===== config.mk =====
export PLATFORM = sky130hd
export DESIGN_NAME = bk_add_sequencer
export DESIGN_NICKNAME = d
export VERILOG_FILES = /design/src/rtl/bk_add_sequencer.sv
export SDC_FILE = /design/constraint.sdc
export NUM_CORES = 1
export LEC_CHECK = 0
export BUFFER_PORTS_ARGS = -buffer_cell sky130_fd_sc_hd__buf_2
export CORE_MARGIN = 2
export CORE_UTILIZATION = 55
export DETAILED_ROUTE_END_ITERATION = 7
export PLACE_DENSITY = 0.77
export SYNTH_ARGS = -nofsm -noshare
export SYNTH_HDL_FRONTEND = slang
export SYNTH_SLANG_ARGS = --single-unit

===== constraint.sdc =====
create_clock -name clk -period 3.28 [get_ports clk]
set_clock_uncertainty 0.2 [all_clocks]
set_input_delay 0.492 -clock clk [delete_from_list [all_inputs] [get_ports clk]]
set_output_delay 0.492 -clock clk [all_outputs]
set_load 0.005 [all_outputs]

===== src/rtl/bk_add_sequencer.sv =====
// Valid/ready sequencer around an external 12-bit Brent-Kung adder: operand FIFO,
// interleaved operand register (S1), result register (S2), accumulate mode, carry counter.
module bk_add_sequencer #(
    parameter int unsigned FIFO_DEPTH = 4,
    parameter int unsigned CNT_W      = 8
) (
    input  logic             clk,
    input  logic             rst,
    input  logic             in_valid,
    output logic             in_ready,
    input  logic [11:0]      in_a,
    input  logic [11:0]      in_b,
    input  logic             in_acc,
    output logic [23:0]      add_in,
    input  logic [12:0]      add_out,
    output logic             out_valid,
    input  logic             out_ready,
    output logic [12:0]      out_sum,
    output logic [CNT_W-1:0] carry_cnt
);
    localparam int unsigned PtrW = $clog2(FIFO_DEPTH);
    localparam logic [PtrW:0] CntFull = (PtrW + 1)'(FIFO_DEPTH);
    localparam logic [CNT_W-1:0] CntMax = {CNT_W{1'b1}};

    logic [11:0]      fifo_a_q   [FIFO_DEPTH];
    logic [11:0]      fifo_b_q   [FIFO_DEPTH];
    logic             fifo_acc_q [FIFO_DEPTH];
    logic [PtrW-1:0]  wr_ptr_q, rd_ptr_q;
    logic [PtrW:0]    count_q, count_d;

    logic             s1_v_q, s1_v_d;
    logic [23:0]      add_in_q, add_in_d;
    logic             out_valid_q, out_valid_d;
    logic [12:0]      out_sum_q;
    logic [11:0]      acc_reg_q;
    logic [CNT_W-1:0] carry_cnt_q;

    logic        push, pop, fifo_empty, hazard, s2_adv, s1_free;
    logic [11:0] head_a, head_b, b_sel;
    logic        head_acc;

    assign in_ready   = (count_q != CntFull);
    assign fifo_empty = (count_q == '0);
    assign push       = in_valid && in_ready;

    assign head_a   = fifo_a_q[rd_ptr_q];
    assign head_b   = fifo_b_q[rd_ptr_q];
    assign head_acc = fifo_acc_q[rd_ptr_q];

    // An accumulate op must not read acc_reg until the op ahead of it has produced its sum.
    assign hazard  = head_acc && s1_v_q;
    assign s2_adv  = s1_v_q && (!out_valid_q || out_ready);
    assign s1_free = !s1_v_q || s2_adv;
    assign pop     = !fifo_empty && s1_free && !hazard;
    assign b_sel   = head_acc ? acc_reg_q : head_b;

    always_comb begin
        count_d = count_q;
        if (push && !pop) begin
            count_d = count_q + 1'b1;
        end else if (pop && !push) begin
            count_d = count_q - 1'b1;
        end
    end

    always_comb begin
        add_in_d = add_in_q;
        s1_v_d   = s1_v_q;
        if (pop) begin
            for (int i = 0; i < 12; i++) begin
                add_in_d[2*i]   = head_a[i];
                add_in_d[2*i+1] = b_sel[i];
            end
            s1_v_d = 1'b1;
        end else if (s2_adv) begin
            s1_v_d = 1'b0;
        end
    end

    always_comb begin
        out_valid_d = out_valid_q;
        if (s2_adv) begin
            out_valid_d = 1'b1;
        end else if (out_ready) begin
            out_valid_d = 1'b0;
        end
    end

    // FIFO storage carries no reset; only pointers and count define its contents.
    always_ff @(posedge clk) begin
        if (push) begin
            fifo_a_q[wr_ptr_q]   <= in_a;
            fifo_b_q[wr_ptr_q]   <= in_b;
            fifo_acc_q[wr_ptr_q] <= in_acc;
        end
    end

    always_ff @(posedge clk) begin
        if (rst) begin
            wr_ptr_q    <= '0;
            rd_ptr_q    <= '0;
            count_q     <= '0;
            s1_v_q      <= 1'b0;
            add_in_q    <= '0;
            out_valid_q <= 1'b0;
            out_sum_q   <= '0;
            acc_reg_q   <= '0;
            carry_cnt_q <= '0;
        end else begin
            if (push) wr_ptr_q <= wr_ptr_q + 1'b1;
            if (pop)  rd_ptr_q <= rd_ptr_q + 1'b1;
            count_q     <= count_d;
            s1_v_q      <= s1_v_d;
            add_in_q    <= add_in_d;
            out_valid_q <= out_valid_d;
            if (s2_adv) begin
                out_sum_q <= add_out;
                acc_reg_q <= add_out[11:0];
                if (add_out[12] && carry_cnt_q != CntMax) begin
                    carry_cnt_q <= carry_cnt_q + 1'b1;
                end
            end
        end
    end

    assign add_in    = add_in_q;
    assign out_valid = out_valid_q;
    assign out_sum   = out_sum_q;
    assign carry_cnt = carry_cnt_q;

endmodule


### After elaboration in Yosys (flattened, before gate mapping)

Memory sizes are Yosys's and may differ from the RTL's. A register that Yosys moved wholly into a read port is not among the register bits.
Index checks and enable logic that the tools add are counted.

* register bits after elaboration: 66
* bits in latches: 0
* memory bits (writable): 100
* memory bits (read-only): 0
* bits of input ports: 42
* output and inout port bits: 47
* word-level logic and storage cells: 53
* memories: 3

Memory list
* fifo_a_q: depth 4, width 12, read ports 1, clocked after Yosys merged registers in 1, write ports 1, line 25 `logic [11:0] fifo_a_q [FIFO_DEPTH];`
* fifo_b_q: depth 4, width 12, read ports 1, clocked after Yosys merged registers in 1, write ports 1, line 26 `logic [11:0] fifo_b_q [FIFO_DEPTH];`
* fifo_acc_q: depth 4, width 1, read ports 1, clocked after Yosys merged registers in 1, write ports 1, line 27 `logic fifo_acc_q [FIFO_DEPTH];`

* add/subtract/negate cells: 5
* multipliers: 0
* divide/modulo/power cells: 0
* order comparisons: 0
* equal/unequal tests: 2
* shift operators: 0
* multiplexer cells: 13
* bitwise logic cells: 0
* reductions and logical operators: 21

Operator list (number)
* 2-to-1 mux 12 bit: 1
* adder 8 x 1 -> 8 bit (second input constant): 1
* logical AND 1 bit: 8
* 2-to-1 mux 2 bit: 4
* inequality test 8 bit (second input constant): 1
* logical NOT 1 bit: 6
* 2-to-1 mux 1 bit: 6
* 2-to-1 mux 3 bit: 2
* nonzero test 2 bit: 3
* adder 2 x 1 -> 2 bit (second input constant): 2
* adder 3 x 1 -> 3 bit (second input constant): 1
* logical NOT 3 bit: 1
* inequality test 3 bit (second input constant): 1
* subtractor 3 x 1 -> 3 bit (second input constant): 1
* logical OR 1 bit: 2
* AND reduction 2 bit: 1

### Logic depth before layout (Yosys ltp)

Gate-level depths: netlist of the first run.

* depth after elaboration: 9
* depth in mapped cells: 12
* depth with buffers taken out: 10

### Worst setup path before layout of the first run

OpenSTA, ideal clock, no wires.

* path kind: flip-flop to flip-flop
* start point: register with a tool-made name
* end point: register count_q[2]
* library setup time: 71 ps
* data arrival time: 2644 ps
* slack: 365 ps
* cell stages (with the launch flop): 13
* buffers on the path: 2
* period minus slack after synthesis: 2915 ps
* path through: dfxtp_1 -> mux4_2 -> or3_1 -> buf_6 -> nand2_4 -> buf_6 -> inv_2 -> ha_1 -> inv_1 -> fa_1 -> xor2_1 -> or3_1 -> a21oi_1

RTL lines
* end signal, assigned: line 112 `count_q <= count_d;`
* end, declared: line 29 `logic [PtrW:0] count_q, count_d;`

==> results of run 1 <==
what timing repair did:
item                      in CTS  in global routing
hold buffers                  24                  1
setup buffers                  0                  0
hold endpoints to repair      96                  4
per-layer routing:
metal | global-route usage (%) | share of wire (%)
met1 | 29.0 | 41
met2 | 38.1 | 51
met3 | 5.36 | 6.4
met4 | 10.3 | 1.6
met5 | 0 | 0
layout make-up:
type,instances,area (sq um)
sequential,156,4120
fill,758,3340
clock inverter,12,73.8
clock buffer,20,445
timing repair buffer,128,803
inverter,7,26.3
tap,140,175
multi-input combinational,215,1750
worst reg2reg max path: stages (launching register included):
cell     delay [ns]
dfxtp_1        0.37
mux4_2         0.52
or3_1          0.42
nand2_4        0.21
inv_2          0.08
ha_1           0.21
inv_1          0.07
fa_1           0.41
mux2i_1        0.18
nor2_1         0.06
cells by family after synthesis:
family,after synthesis,share of synthesized area [%]
compound gates,70,7.74
buf+inv,30,2.35
fa+ha+maj,7,1.58
flops,156,68.6
mux,41,12.0
simple gates,93,7.15
xor+xnor,4,0.582
registers in the layout (all words and copies together), names as in the netlist, 3 cells and up, named ones only:
register,count
add_in,24
fifo_a_q,48
carry_cnt,8
fifo_b_q,48
out_sum,13
fifo_acc_q,4
count_q,3
Yosys cell counts, drive strengths merged:
cell type and number:
dfxtp 56, nand2b 1, mux4 25, inv 6, mux2 1, nand4 1
nor2b 2, buf 11, nand2 34, o31ai 2, fa 1, and2 4
nor3 3, a21o 1, or3 5, a21oi 35, o21ai 17, xor2 3
nand3 16, ha 6, or4 3, a21boi 1, o2111ai 1, nor3b 1
a221oi 12, xnor2 1, edfxtp 100, clkbuf 12, or2 1, nor2 22
clkinv 1, mux2i 15, o21bai 1
layout by cell type (no fill, tap or decap), drive strengths merged, types with 2 or more instances in the layout:
| cell | count |
|---|---|
| buf | 103 |
| edfxtp | 100 |
| dfxtp | 56 |
| a21oi | 35 |
| nand2 | 34 |
| mux4 | 25 |
| dlygate4sd3 | 25 |
| nor2 | 22 |
| clkbuf | 20 |
| o21ai | 17 |
| nand3 | 16 |
| mux2i | 15 |
| a221oi | 12 |
| clkinv | 9 |
| ha | 6 |
| inv | 6 |
| or3 | 5 |
| and2 | 4 |
| clkinvlp | 4 |
| nor3 | 3 |
| or4 | 3 |
| xor2 | 3 |
| nor2b | 2 |
| o31ai | 2 |
power breakdown:
group	leakage, nW	switching, mW	internal, mW
combinational	1.13	1.06	0.843
sequential	1.38	0.217	2.44
clock	0.245	0.736	0.958
total	2.75	2.02	4.24
worst max-delay path by stage:
stage	startpoint	endpoint	slack, ns	depth (start not counted)
CTS	flop	count_q[1]$_SDFFE_PP0P_	0.41	9
floorplan	flop	count_q[2]$_SDFFE_PP0P_	0.36	12
finish	flop	count_q[1]$_SDFFE_PP0P_	0.43	9
global placement	out_ready	count_q[2]$_SDFFE_PP0P_	0.49	11
global route	flop	count_q[2]$_SDFFE_PP0P_	0.33	10
detailed placement	flop	count_q[1]$_SDFFE_PP0P_	0.42	9
metrics by stage:
stage                     std cells  utilization, %
after global placement          621            61.7
after global routing            678            68.9
final                           678            68.9
after detailed placement        621            61.7
after floorplan                 401               -
after CTS                       677            68.8
==> impl_metrics.py, run 1 <==
metrics = {
    "timing": {
        "setup_tns_ns": 0,
        "finalCriticalPeriod_ns": 2.85,
        "slew_viol_final": 0,
        "rsz0062_at_grt": "no",
        "setup_viol": 0,
        "finalCritPeriodShare_pct": 87.0,
        "tightest_slew_ns": 0.771,
        "relSlewSlack_pct": 48.6,
        "fmax_ghz": 0.350,
        "setup_ws_ns": 0.425,
        "hold_viol_final": 0,
        "hold_ws_ns": 0.0176,
    },
    "worst_setup_path": {
        "cp.required_ns": 3.45,
        "critical-path-top-delay-family": "multiplexers",
        "cp-start-kind": "flop",
        "reg2reg_slack_ns": 0.43,
        "r2r_end": "count_q[1]$_SDFFE_PP0P_",
        "critPathBufInv": 2,
        "cp-end-kind": "flop",
        "reg2reg_depth": 9,
        "critPathArrivalTime_ns": 3.02,
        "worst-setup-path-type": "flop to flop",
        "cp_slowest_cell": "mux4_2",
        "worstPathMaxFanout": 13,
        "cp_cell_sequence": "mux4_2 -> or3_1 -> nand2_4 -> inv_2 -> ha_1 -> inv_1 -> fa_1 -> mux2i_1 -> nor2_1",
        "critical-path-max-stage-delay_ns": 0.52,
    },
    "clock_tree": {
        "cts_tree": "built",
        "htreeDepth": 4,
        "cts_num_sinks": 156,
        "cts_buffer_depth": 2,
        "path_clk_slew_ns": 0.06,
        "insertion_delay_ns": 0.51,
        "cts_root_buffer": "clkbuf_8",
        "cts_made_buffers": 17,
        "cts_resized": 0,
    },
    "drt": {
        "routed_wirelength_microns": 12600,
        "wl_per_cell_microns": 18.6,
        "ant_nets": 0,
        "vias_per_cell": 5.63,
        "vias": 3819,
        "drc": 0,
        "drtIter0Drc": 350,
        "first_pass_iters": 4,
    },
    "min_path": {
        "hold_end": "out_sum[7]$_SDFFE_PP0P_",
        "hp-class": "primary input to flop",
        "min_path_cells": 3,
        "worstHoldStart": "add_out[7]",
    },
    "cells_and_area": {
        "area.growth.synth_to_final_pct": 23.0,
        "drive_gt1_share_pct": 31.4,
        "antenna_cells": 0,
        "fin_area_sq_um": 7400,
        "fin_nets": 574,
    },
    "global_route": {
        "grt_max_degree": 38,
        "grt_use_total_pct": 23.0,
        "grt_first_pass_wirelength_microns": 19900,
        "antenna_found_initial": 0,
        "grt_pass1_vias": 3940,
        "grt-ovfl-total": 0,
    },
    "placement": {
        "place.gp.congestion": 0.763,
        "dp_slack_ns": 0.416,
        "port_buffers": 88,
        "dp_hpwl_microns": 7710,
        "placed_area_sq_um": 6630,
    },
    "power": {
        "p_total_mw": 6.26,
        "power.leakage_nw": 2.75,
        "cellPowerDensity_nw_per_um2": 846,
        "max-vdd-ir-drop_uv": 480,
    },
    "floorplan": {
        "std_cell_rows": 38,
        "die-area_sq_um": 11800,
        "pin_count": 89,
        "die_h_microns": 109,
        "core_sq_um": 10700,
        "die_w_microns": 109,
        "start_util_pct": 56.0,
    },
    "synth": {
        "synth_top_area_cell": "edfxtp_1",
        "ys_seq_elements": 156,
        "syn_area_per_cell_sq_um": 15.0,
        "yosysSeqAreaShare_pct": 68.6,
        "synth_cell_types": 40,
        "synth_area_leaders": "edfxtp_1 (50%), dfxtp_1 (19%), mux4_2 (9.4%)",
        "yosysWarnings": 0,
        "syn_area_sq_um": 6020,
        "syn_inst": 401,
        "synth_nets": 450,
        "yosysTopAreaCellShare_pct": 49.9,
    },
    "job": {
        "maxCapViolations": 0,
    },
    "run_status": {
        "status": "finished clean",
    },
}
No activity file was read; power rests on OpenSTA's default activity.
==> inputs of run 2 (changes only) <==
--- a/config.mk
+++ b/config.mk
@@ -6,10 +6,9 @@
 export NUM_CORES = 1
 export LEC_CHECK = 0
 export BUFFER_PORTS_ARGS = -buffer_cell sky130_fd_sc_hd__buf_2
-export CORE_MARGIN = 2
 export CORE_UTILIZATION = 55
 export DETAILED_ROUTE_END_ITERATION = 7
-export PLACE_DENSITY = 0.77
+export PLACE_DENSITY_LB_ADDON = 0.2
 export SYNTH_ARGS = -nofsm -noshare
 export SYNTH_HDL_FRONTEND = slang
 export SYNTH_SLANG_ARGS = --single-unit
==> impl_metrics.py, run 2 (same netlist as run 1, synthesis figures left out) <==
metrics = {
    "cells_and_area": {
        "antenna_cells": 0,
        "area.growth.synth_to_final_pct": 24.9,
        "fin_nets": 579,
        "final_cells": 679,
        "nFillCells": 695,
        "final_common_cell": "edfxtp_1",
        "post-route-util_pct": 71.8,
        "drive_gt1_share_pct": 31.7,
        "mostFrequentLayoutCells": "edfxtp_1 (100), buf_2 (88), dfxtp_1 (56), a21oi_1 (34), nand2_1 (33)",
    },
    "floorplan": {
        "start_util_pct": 57.5,
        "die_w_microns": 107,
        "die_h_microns": 107,
        "core_sq_um": 10500,
        "std_cell_rows": 37,
        "pin_count": 89,
        "die-area_sq_um": 11400,
    },
    "clock_tree": {
        "cts_resized": 0,
        "cts_tree": "built",
        "cts_made_buffers": 17,
        "cts_num_sinks": 156,
        "path_clk_slew_ns": 0.07,
        "htreeDepth": 4,
        "cts_buffer_depth": 2,
        "insertion_delay_ns": 0.52,
        "cts_root_buffer": "clkbuf_8",
    },
    "min_path": {
        "hp-class": "primary input to flop",
    },
    "placement": {
        "dp_cells": 616,
        "port_buffers": 88,
        "dp_hpwl_microns": 7820,
        "place.gp.congestion": 0.784,
    },
    "drt": {
        "vias_per_cell": 5.59,
        "wl_per_cell_microns": 18.0,
        "vias": 3794,
        "ant_nets": 0,
        "first_pass_iters": 4,
        "drc": 0,
        "drtIter0Drc": 325,
        "routed_wirelength_microns": 12200,
    },
    "timing": {
        "setup_tns_ns": 0,
        "tightest_slew_ns": 0.946,
        "fmax_ghz": 0.344,
        "finalCritPeriodShare_pct": 88.7,
        "setup_viol": 0,
        "slew_viol_final": 0,
        "finalCriticalPeriod_ns": 2.91,
        "relSlewSlack_pct": 36.7,
        "hold_viol_final": 0,
        "hold_ws_ns": 0.0216,
        "rsz0062_at_grt": "no",
    },
    "global_route": {
        "grt-ovfl-total": 0,
        "grt_first_pass_wirelength_microns": 19700,
        "antenna_found_initial": 0,
        "grt_pass1_vias": 3892,
        "grt_max_degree": 40,
        "grt_use_total_pct": 23.2,
    },
    "worst_setup_path": {
        "worstPathMaxFanout": 13,
        "critPathArrivalTime_ns": 3.14,
        "cp.required_ns": 3.51,
        "cp-start-kind": "flop",
        "critical-path-max-stage-delay_ns": 0.53,
        "cp_cell_sequence": "mux4_2 -> or3_1 -> nand2_4 -> inv_2 -> ha_1 -> inv_1 -> fa_1 -> xor2_1 -> or3_1 -> a21oi_1",
        "critical-path-top-delay-family": "simple AND/OR/NAND/NOR gates",
        "cpMostUsedCell": "or3_1",
        "critPathBufInv": 2,
        "cp-end-kind": "flop",
        "worst-setup-path-type": "flop to flop",
        "cp_slowest_cell": "mux4_2",
    },
    "power": {
        "seqPwrFrac_pct": 41.3,
        "power.leakage_nw": 2.81,
        "pwr-share-clk_pct": 29.5,
        "max-vdd-ir-drop_uv": 456,
        "cellPowerDensity_nw_per_um2": 859,
        "p_sw_share_pct": 33.0,
        "power_frac_comb_pct": 29.2,
        "p_switching_mw": 2.13,
        "p_int_mw": 4.33,
    },
    "run_status": {
        "status": "finished clean",
    },
    "job": {
        "maxCapViolations": 0,
    },
}
==> run 2: worst min-delay path, stage by stage <==
cell and delay, ns:
buf_2 0.09, nand2_1 0.04, a21oi_1 0.05
==> run 2: layout make-up <==
cell class / instances / area (sq um) / area share [%]
flip-flops and latches: 156 / 4120 / 54.9
multi-input cells: 215 / 1750 / 23.3
repair buffers: 133 / 856 / 11.4
clock buffers: 17 / 414 / 5.51
clock inverters: 15 / 171 / 2.28
well taps: 136 / 170 / 2.26
inverters: 7 / 26.3 / 0.350
==> run 2: metrics by stage <==
step	instance area (sq um)	setup slack [ns]	power [mW]
after floorplan	6020	0.365	3.97
after detailed placement	6620	0.393	4.57
after global placement	6620	0.547	4.47
after CTS	7510	0.360	6.51
after global routing	7510	0.232	6.80
final	7510	0.370	6.46
==> run 2: power groups by stage <==
stage	sequential (mW)	combinational (mW)	clock (mW)
after floorplan	2.64	1.33	0
after global placement	2.69	1.78	0
after detailed placement	2.71	1.85	0
after CTS	2.67	1.90	1.93
after global routing	2.71	2.07	2.02
final	2.67	1.88	1.90
==> run 2: repair_timing <==
action                    4_1_cts  5_1_grt
buffers inserted                0        0
hold buffers                   31        0
hold endpoints to repair      106        0
==> run 2: final timing paths <==
| path | from | to | slack (ns) | cells past startpoint |
|---|---|---|---|---|
| worst min register to register | out_sum[12]$_SDFFE_PP0P_ | out_sum[12]$_SDFFE_PP0P_ | 0.26 | 2 |
| worst min-delay path | add_out[6] | out_sum[6]$_SDFFE_PP0P_ | 0.02 | 3 |
| worst max-delay path | flop | count_q[2]$_SDFFE_PP0P_ | 0.37 | 10 |
| worst max register to register | flop | count_q[2]$_SDFFE_PP0P_ | 0.37 | 10 |
==> run 2: metal layers <==
| metal | vias up | routed length, microns | track usage [%] |
|---|---|---|---|
| met4 | 0 | 85 | 8.12 |
| met5 | - | 0 | 0 |
| met2 | 143 | 6060 | 38.0 |
| met1 | 1854 | 5300 | 31.0 |
| li1 | 1791 | - | - |
| met3 | 6 | 783 | 4.80 |
